**src/rtl/celery_pkg.sv**
```systemverilog
// Shared types and constants for the celery triangle pipeline: the setup-stage
// triangle record and the raster dispatcher state encoding.
package celery_pkg;

  localparam int DISPATCH_DEPTH_DEFAULT = 4;

  typedef enum logic [1:0] {
    D_IDLE,
    D_ISSUE,
    D_RUN
  } dispatch_state_t;

  typedef struct packed {
    logic        valid;
    logic [11:0] tri_id;
    logic [15:0] x0;
    logic [15:0] y0;
    logic [15:0] x1;
    logic [15:0] y1;
    logic [15:0] x2;
    logic [15:0] y2;
  } triangle_setup_t;

endpackage

```
**src/rtl/tri_fifo.sv**
```systemverilog
// Triangle queue for the raster dispatcher: power-of-two circular buffer with
// wrapping pointers, an occupancy counter and a synchronous flush.
module tri_fifo
  import celery_pkg::*;
#(
  parameter int  DEPTH = DISPATCH_DEPTH_DEFAULT,
  parameter type T     = triangle_setup_t
) (
  input  logic                     clk,
  input  logic                     rst_n,
  input  logic                     push,
  input  T                         push_data,
  input  logic                     pop,
  input  logic                     flush,
  output logic [$clog2(DEPTH):0]   level,
  output T                         head
);

  localparam int AW = $clog2(DEPTH);
  localparam int LW = AW + 1;

  T              mem_q [DEPTH];
  logic [AW-1:0] wr_ptr_q, wr_ptr_d;
  logic [AW-1:0] rd_ptr_q, rd_ptr_d;
  logic [LW-1:0] level_q, level_d;

  always_comb begin
    wr_ptr_d = wr_ptr_q;
    rd_ptr_d = rd_ptr_q;
    level_d  = level_q;
    if (flush) begin
      wr_ptr_d = '0;
      rd_ptr_d = '0;
      level_d  = '0;
    end else begin
      // Pointers are exactly log2(DEPTH) wide, so the increment wraps on its own.
      if (push) wr_ptr_d = wr_ptr_q + AW'(1);
      if (pop)  rd_ptr_d = rd_ptr_q + AW'(1);
      level_d = level_q + LW'(push) - LW'(pop);
    end
  end

  always_ff @(posedge clk or negedge rst_n) begin
    if (!rst_n) begin
      wr_ptr_q <= '0;
      rd_ptr_q <= '0;
      level_q  <= '0;
    end else begin
      wr_ptr_q <= wr_ptr_d;
      rd_ptr_q <= rd_ptr_d;
      level_q  <= level_d;
    end
  end

  // NOTE: the storage array is deliberately left out of reset; level and the
  // pointers alone decide which entries are meaningful.
  always_ff @(posedge clk) begin
    if (push && !flush) mem_q[wr_ptr_q] <= push_data;
  end

  assign head  = mem_q[rd_ptr_q];
  assign level = level_q;

endmodule

```
**src/rtl/raster_dispatch.sv**
```systemverilog
// Raster dispatcher: queues set-up triangles, drops culled ones, and issues one
// triangle at a time to the rasterizer. Define CELERY_DISPATCH_STATS_EN for counters.
module raster_dispatch
  import celery_pkg::*;
#(
  parameter int DEPTH = DISPATCH_DEPTH_DEFAULT
) (
  input  logic                   clk,
  input  logic                   rst_n,
  input  triangle_setup_t        s_tri,
  input  logic                   s_valid,
  output logic                   s_ready,
  input  logic                   flush,
  output triangle_setup_t        r_tri,
  output logic                   r_start,
  input  logic                   r_done,
  input  logic                   r_busy,
  output logic [$clog2(DEPTH):0] level,
  output logic                   idle,
  output logic [15:0]            cull_cnt,
  output logic [31:0]            tri_cnt,
  output logic [31:0]            run_cycles
);

  localparam int LW = $clog2(DEPTH) + 1;

  dispatch_state_t state_q;
  triangle_setup_t r_tri_q;
  triangle_setup_t head;
  logic            r_start_q;
  logic [15:0]     cull_q, cull_d;
  logic [LW-1:0]   level_w;
  logic            accept, push, pop;

  // Readiness looks only at the registered level, never at a same-cycle pop.
  assign s_ready = (level_w < LW'(DEPTH)) && !flush;
  assign accept  = s_valid && s_ready;
  assign push    = accept && s_tri.valid;
  assign pop     = (state_q == D_IDLE) && (level_w != '0) && !r_busy;

  tri_fifo #(
    .DEPTH (DEPTH),
    .T     (triangle_setup_t)
  ) u_fifo (
    .clk       (clk),
    .rst_n     (rst_n),
    .push      (push),
    .push_data (s_tri),
    .pop       (pop),
    .flush     (flush),
    .level     (level_w),
    .head      (head)
  );

  // Flush only touches the queue; a triangle already popped runs to completion.
  always_ff @(posedge clk or negedge rst_n) begin
    if (!rst_n) begin
      state_q   <= D_IDLE;
      r_start_q <= 1'b0;
      r_tri_q   <= '0;
    end else begin
      // NOTE: non-blocking throughout, so every branch reads this cycle's state
      // and the default below is overridden only by the issuing transition.
      r_start_q <= 1'b0;
      case (state_q)
        D_IDLE: begin
          if (pop) begin
            state_q   <= D_ISSUE;
            r_start_q <= 1'b1;
            r_tri_q   <= head;
          end
        end
        D_ISSUE: state_q <= D_RUN;
        D_RUN: begin
          if (r_done) begin
            state_q       <= D_IDLE;
            r_tri_q.valid <= 1'b0;
          end
        end
        default: state_q <= D_IDLE;
      endcase
    end
  end

  always_comb begin
    // NOTE: default assignment first, so no path leaves cull_d unassigned.
    cull_d = cull_q;
    if (accept && !s_tri.valid && (cull_q != 16'hFFFF)) cull_d = cull_q + 16'd1;
  end

  always_ff @(posedge clk or negedge rst_n) begin
    if (!rst_n) cull_q <= '0;
    else        cull_q <= cull_d;
  end

`ifdef CELERY_DISPATCH_STATS_EN
  logic [31:0] tri_cnt_q, run_cycles_q;

  always_ff @(posedge clk or negedge rst_n) begin
    if (!rst_n) begin
      tri_cnt_q    <= '0;
      run_cycles_q <= '0;
    end else begin
      if (r_start_q)          tri_cnt_q    <= tri_cnt_q + 32'd1;
      if (state_q == D_RUN)   run_cycles_q <= run_cycles_q + 32'd1;
    end
  end

  assign tri_cnt    = tri_cnt_q;
  assign run_cycles = run_cycles_q;
`else
  assign tri_cnt    = '0;
  assign run_cycles = '0;
`endif

  assign r_tri    = r_tri_q;
  assign r_start  = r_start_q;
  assign level    = level_w;
  assign idle     = (level_w == '0) && (state_q == D_IDLE) && !r_busy;
  assign cull_cnt = cull_q;

endmodule

```
**config.mk**
```make
export PLATFORM = sky130hd
export DESIGN_NAME = raster_dispatch
export DESIGN_NICKNAME = d
export VERILOG_FILES = /design/src/rtl/celery_pkg.sv /design/src/rtl/tri_fifo.sv /design/src/rtl/raster_dispatch.sv
export SDC_FILE = /design/constraint.sdc
export NUM_CORES = 1
export LEC_CHECK = 0
export CAP_MARGIN = 0
export CORE_ASPECT_RATIO = 2
export CORE_MARGIN = 1
export CORE_UTILIZATION = 50
export DETAILED_ROUTE_END_ITERATION = 12
export PLACE_DENSITY = 0.74
export SETUP_SLACK_MARGIN = 0.4
export SKIP_CTS_REPAIR_TIMING = 1
export SYNTH_ARGS = -nofsm -noshare
export SYNTH_HDL_FRONTEND = slang
export SYNTH_SLANG_ARGS = --single-unit
```
**constraint.sdc**
```tcl
create_clock -name clk -period 7.08 [get_ports clk]
set_input_delay 0.708 -clock clk [delete_from_list [all_inputs] [get_ports clk]]
set_output_delay 0.708 -clock clk [all_outputs]
set_load 0.01 [all_outputs]
```
==> out/metrics.cfg, run 1 <==
[placement]
routabilityCongestion=0.782
io_buffers=245
numPlacedInstances=1755
preCtsSetupSlack_ps=3110
hpwl_mm=26.7

[logic_synthesis]
netlist_instances=991
ys_seq_area_share_pct=75.2
async_flop_share_pct=23.6
synth_edf_count=436
ys.flop_type=edfxtp_1
syn_area_sq_mm=0.0219
synth.distinct_cells=40
ys_warn_count=0
synth_seq_cells=571
avgSynthCellArea_sq_um=22.1

[clocking]
htreeDepth=2
worstSkewPairLatency_ps=570
numCtsBuffers=47
clock_path_buffers=3
numClockSinks=571
cts.clk_slew.worst_paths_ps=70
cts_tree=built
cts_root_buffer=clkbuf_16

[setup_path]
crit_fanout=61
critPathSlowestCell=and2_4
crit_required_ps=7280
cp_top_family=simple AND/OR/NAND/NOR gates
critPathLaunchType=primary input
reg2reg_depth=4
regToRegSetupSlack_ps=4040
cp_num_buf_inv=2
regToRegEndpoint=u_fifo.mem_q[3][41]
criticalPathCategory=primary input to flop
r2r-start=u_fifo.level[2]
endpoint_kind=flop
cp_cell_sequence=clkdlybuf4s50_1 > nor2_1 > and3_1 > and2_4 > buf_4
arrival_ps=3550
max_stage_delay_ps=840

[routing]
routedWlPerCell_um=22.6
ant_nets=0
drc_errors=0
drtIter0Drc=515
num_vias=9945
wl_mm=41.8
viasPerCell=5.38
drtPass1Iterations=4

[floorplan]
start_util_pct=50.6
ioPinCount=310
die-area_sq_mm=0.0447
num_rows=108
coreArea_sq_mm=0.0432
die_x_um=150
die_h_um=298

[timing]
worst_hold_slack_ps=133
maxSlewViolCount=0
tightestPinTransition_ps=1060
finalSetupViolations=0
rsz0062_at_grt=no
tns_ps=0
period_share_pct=47.4
finalClockSkew_ps=23.1
clock.fmax_mhz=298
worst_slack_ps=3720
max_slew_margin_pct=29.1
fin_crit_ps=3360
finalHoldViolCount=0

[global_routing]
grt_pass1_wl_mm=64.1
grt_max_degree=71
grt_pass1_vias=10500
gr-usage-all-layers_pct=19.3
overflow=0
antenna_found_initial=7

[run]
drv_cap=0

[power_and_ir_drop]
p_sw_share_pct=25.3
seq_power_share_pct=45.6
p_clk_share_pct=28.2
comb_power_share_pct=26.3
switching_power_uw=2410
power_density_mw_per_mm2=363
cellLeakagePower_uw=0.00909
irDropWorstVdd_mv=0.227
p_int_uw=7110

[final_layout]
drive_above_1_share_pct=24.6
area_delta_synth_final_pct=19.8
finalNonFillerCells=1849
nNetsFinal=1376

[status]
status=completed

[worst_hold_path]
hold_path_class=primary input to asynchronous set/reset pin

-- placed cells by master, fill, tap and decap left out, types with 12 or more instances in the layout --
cell type / count
edfxtp_1: 436
clkdlybuf4s50_1: 244
dfrtp_1: 133
mux4_2: 109
mux2_4: 70
conb_1: 64
clkbuf_16: 49
mux2_2: 40
xor2_1: 16
nor2_1: 12
-- cell type report --
| class | instances | area, sq um |
|---|---|---|
| clock inverters | 19 | 235 |
| multi-input cells | 374 | 4860 |
| flip-flops and latches | 571 | 16500 |
| diodes | 6 | 15.0 |
| fillers | 3118 | 17000 |
| inverters | 4 | 15.0 |
| clock buffers | 69 | 1390 |
| repair buffers | 256 | 2540 |
| well taps | 550 | 688 |
-- synth_stat cells (all sizes together) (5+ instances only) --
library cell / count / area [sq um]
xor2: 16 / 140
clkbuf: 13 / 48.8
ha: 6 / 75.1
dfrtp: 135 / 3380
and2: 6 / 37.5
edfxtp: 436 / 13100
mux2: 110 / 1500
nand3: 5 / 25.0
nor2: 12 / 45.0
nor4: 5 / 43.8
nor3: 6 / 30.0
mux4: 109 / 2450
buf: 92 / 746
nand2: 7 / 26.3
-- state kept, by name (all words and copies together) (netlist names) --
| name | count |
|---|---|
| u_fifo.mem_q | 436 |
| r_tri | 109 |
| cull_cnt | 16 |
| u_fifo.level | 3 |
| state_q | 2 |
| u_fifo.rd_ptr_q | 2 |
| u_fifo.wr_ptr_q | 2 |
| r_start | 1 |
-- layer usage --
layer  share of wire [%]  GRT usage (%)  up-vias  wire length [um]
met4                 3.2           7.98        2              1350
met1                  37           23.7     5179             15600
met2                  54           33.8      358             22800
li1                    -              -     4332                 -
met5               0.026              0        -                11
met3                 5.0           2.99       74              2100
-- worst max-delay path by stage --
| stage | start | to | slack (ps) | depth (start not counted) |
|---|---|---|---|---|
| 2_1_floorplan | flush | u_fifo.mem_q[0][0] | 2520 | 5 |
| 3_3_place_gp | flush | u_fifo.mem_q[2][16] | 3140 | 5 |
| 5_1_grt | flush | u_fifo.mem_q[2][7] | 3560 | 5 |
| 4_1_cts | flush | u_fifo.mem_q[1][21] | 3710 | 5 |
| 3_5_place_dp | flush | u_fifo.mem_q[1][16] | 3110 | 5 |
| 6_report | flush | u_fifo.mem_q[3][41] | 3720 | 5 |
-- power groups by stage --
stage / clock (uW) / combinational, uW / sequential [uW]
5_1_grt: 2860 / 2680 / 4390
6_report: 2680 / 2500 / 4340
3_3_place_gp: 0 / 2510 / 4400
4_1_cts: 2740 / 2550 / 4350
3_5_place_dp: 0 / 2540 / 4410
2_1_floorplan: 0 / 1470 / 4440
-- kinds of logic after synthesis --
group | count (synthesis) | synth area share, %
other | 1 | 0.0171
AO/OA/AOI/OAI | 5 | 0.160
flip-flops | 571 | 75.2
AND/OR/NAND/NOR | 58 | 1.53
adder cells (fa/ha/maj) | 7 | 0.434
buffers and inverters | 109 | 3.70
XOR/XNOR | 20 | 0.800
multiplexers | 220 | 18.1
-- stage by stage --
| step | utilization [%] | total power (uW) | cell area (sq um) |
|---|---|---|---|
| final | 60.6 | 9520 | 26200 |
| after global routing | 60.6 | 9920 | 26200 |
| after CTS | 60.6 | 9640 | 26200 |
| after detailed placement | 56.8 | 6950 | 24600 |
| after global placement | 56.8 | 6910 | 24600 |
| after floorplan | - | 5910 | 22100 |
(Power assumes the default switching activity.)
==> run 2: changes to the inputs <==
==> constraint.sdc (replaced) <==
create_clock -name clk -period 3.35 [get_ports clk]
set_input_delay 0.335 -clock clk [delete_from_list [all_inputs] [get_ports clk]]
set_output_delay 0.335 -clock clk [all_outputs]
set_load 0.01 [all_outputs]
==> run 2 against run 1 <==
Effect of this change:
- register-to-register slack worse by 3100 ps
- worst setup slack worse by 2800 ps
- clock power is 100% higher
- core utilization is 0.50 points higher
- wire length is 0.42% higher
- first-iteration DRC count is 14% lower
- sequential power is 110% higher
- largest power group unchanged
- highest routed layer is now met4
==> out/metrics.cfg, run 2 (synthesis gave the netlist of run 1 again) <==
[timing]
rsz0062_at_grt=no
clock.fmax_mhz=411
tns_ps=0  ; unchanged
finalClockSkew_ps=23.7  ; +0.676 ps
max_slew_margin_pct=34.8  ; +5.7 points
maxSlewViolCount=0  ; unchanged
worst_hold_slack_ps=305  ; +172 ps
finalHoldViolCount=0  ; unchanged
tightestPinTransition_ps=978  ; -84.9 ps
finalSetupViolations=0  ; unchanged
fin_crit_ps=2430
period_share_pct=72.7

[status]
status=completed

[setup_path]
endpoint_kind=output port
r2r-start=state_q[1]
startpoint=u_fifo.level[1]
critPathLaunchType=flop
criticalPathCategory=flop to output port
arrival_ps=2100  ; -1450 ps
crit_required_ps=3010  ; -4270 ps
crit_fanout=4  ; -93%

[clocking]
htreeDepth=2  ; unchanged
numClockSinks=571  ; unchanged
cts.clk_slew.worst_paths_ps=70  ; about the same
cts_tree=built
clock_path_buffers=3  ; unchanged
numCtsBuffers=48  ; +2.1%
worstSkewPairLatency_ps=570  ; about the same
cts_root_buffer=clkbuf_16

[routing]
drc_errors=0  ; unchanged
viasPerCell=5.37  ; -0.15%
ant_nets=0  ; unchanged
wl_mm=42.0  ; +0.42%
routedWlPerCell_um=22.6  ; -0.22%
drtPass1Iterations=6  ; +2
num_vias=9995  ; +0.50%
drtIter0Drc=444  ; -14%

[global_routing]
antenna_found_initial=1  ; -6
grt_pass1_wl_mm=64.6  ; +0.79%
grt_pass1_vias=11000  ; +4.6%
overflow=0  ; unchanged
gr-usage-all-layers_pct=19.6  ; +0.28 points
grt_max_degree=113  ; +59%

[floorplan]
start_util_pct=50.6  ; unchanged
ioPinCount=310  ; unchanged
num_rows=108  ; unchanged
die_h_um=298  ; unchanged
die-area_sq_mm=0.0447  ; unchanged
die_x_um=150  ; unchanged
coreArea_sq_mm=0.0432  ; unchanged

[placement]
routabilityCongestion=0.805  ; +2.9%
io_buffers=245  ; unchanged
hpwl_mm=27.0  ; +1.0%

[final_layout]
drive_above_1_share_pct=25.0  ; +0.37 points
area_delta_synth_final_pct=20.8
fill_cells=3068  ; -1.6%
final_common_cell=edfxtp_1
top_register=u_fifo.mem_q
layout_common_cells=edfxtp_1, clkdlybuf4s50_1, dfrtp_1, mux4_2, mux2_4
nNetsFinal=1393  ; +1.2%
largest_reg_flops=436  ; unchanged

[run]
drv_cap=0  ; unchanged

[power_and_ir_drop]
cellLeakagePower_uw=0.00918  ; +1.0%
irDropWorstVdd_mv=0.545  ; +140%
power_density_mw_per_mm2=759  ; +110%

[worst_hold_path]
hold_path_class=primary input to asynchronous set/reset pin

==> run 2: changes by cell type in the layout (fill, tap and decap cells not counted), sizes merged <==
cell	change
buf	+15
clkbuf	-10
clkinv	+10
diode	-5
dlygate4sd3	+1
inv	+1
==> run 2: metrics by stage <==
stage / cell area (sq um) / setup slack [ps] / util [%] / total power [uW] / cells
global route: 26400 / 818 / 61.1 / 20900 / 1861
global placement: 24900 / 632 / 57.5 / 14700 / 1770
floorplan: 22100 / 363 / - / 12500 / 1054
CTS: 26400 / 882 / 61.1 / 20300 / 1859
finish: 26400 / 915 / 61.1 / 20100 / 1861
detailed placement: 24900 / 569 / 57.5 / 14800 / 1770
==> run 2: final timing paths <==
kind	to	cells past startpoint	slack [ps]
worst max register to register	u_fifo.level[2]	10	970
min in group clk	u_fifo.mem_q[1][36]	1	400
max in group asynchronous	u_fifo.rd_ptr_q[0]	3	2110
worst min-delay path	r_tri[19]	2	300
worst max-delay path	idle	3	920
worst min register to register	cull_cnt[15]	1	490
==> run 2: area by class of cell <==
type                       instances  area [sq um]  share of cell area (%)
clock inverter                    30           274                    1.04
clock buffer                      59          1270                    4.81
sequential                       571         16500                    62.3
inverter                           4          15.0                  0.0568
timing repair buffer             272          2850                    10.8
multi-input combinational        374          4860                    18.4
antenna                            1          2.50                 0.00947
tap                              550           688                    2.60
==> run 2: report_power, final <==
part	internal, uW	switching (uW)	total (uW)
Clock	3030	2450	5490
Sequential	8490	670	9160
Combinational	3410	2010	5420
==> run 2: per-layer routing <==
layer  vias up  track usage [%]  wire length [um]
li1       4372                -                 -
met1      5218             22.2             15100
met2       342             36.5             23700
met3        63             3.60              2040
met4         0             6.42              1130
met5         -                0                 0
==> run 2: critical path, stage by stage, from the launching register on <==
cell             delay (ps)
dfrtp_1                 450
or3_4                   410
nor2_1                  130
clkdlybuf4s50_1         550
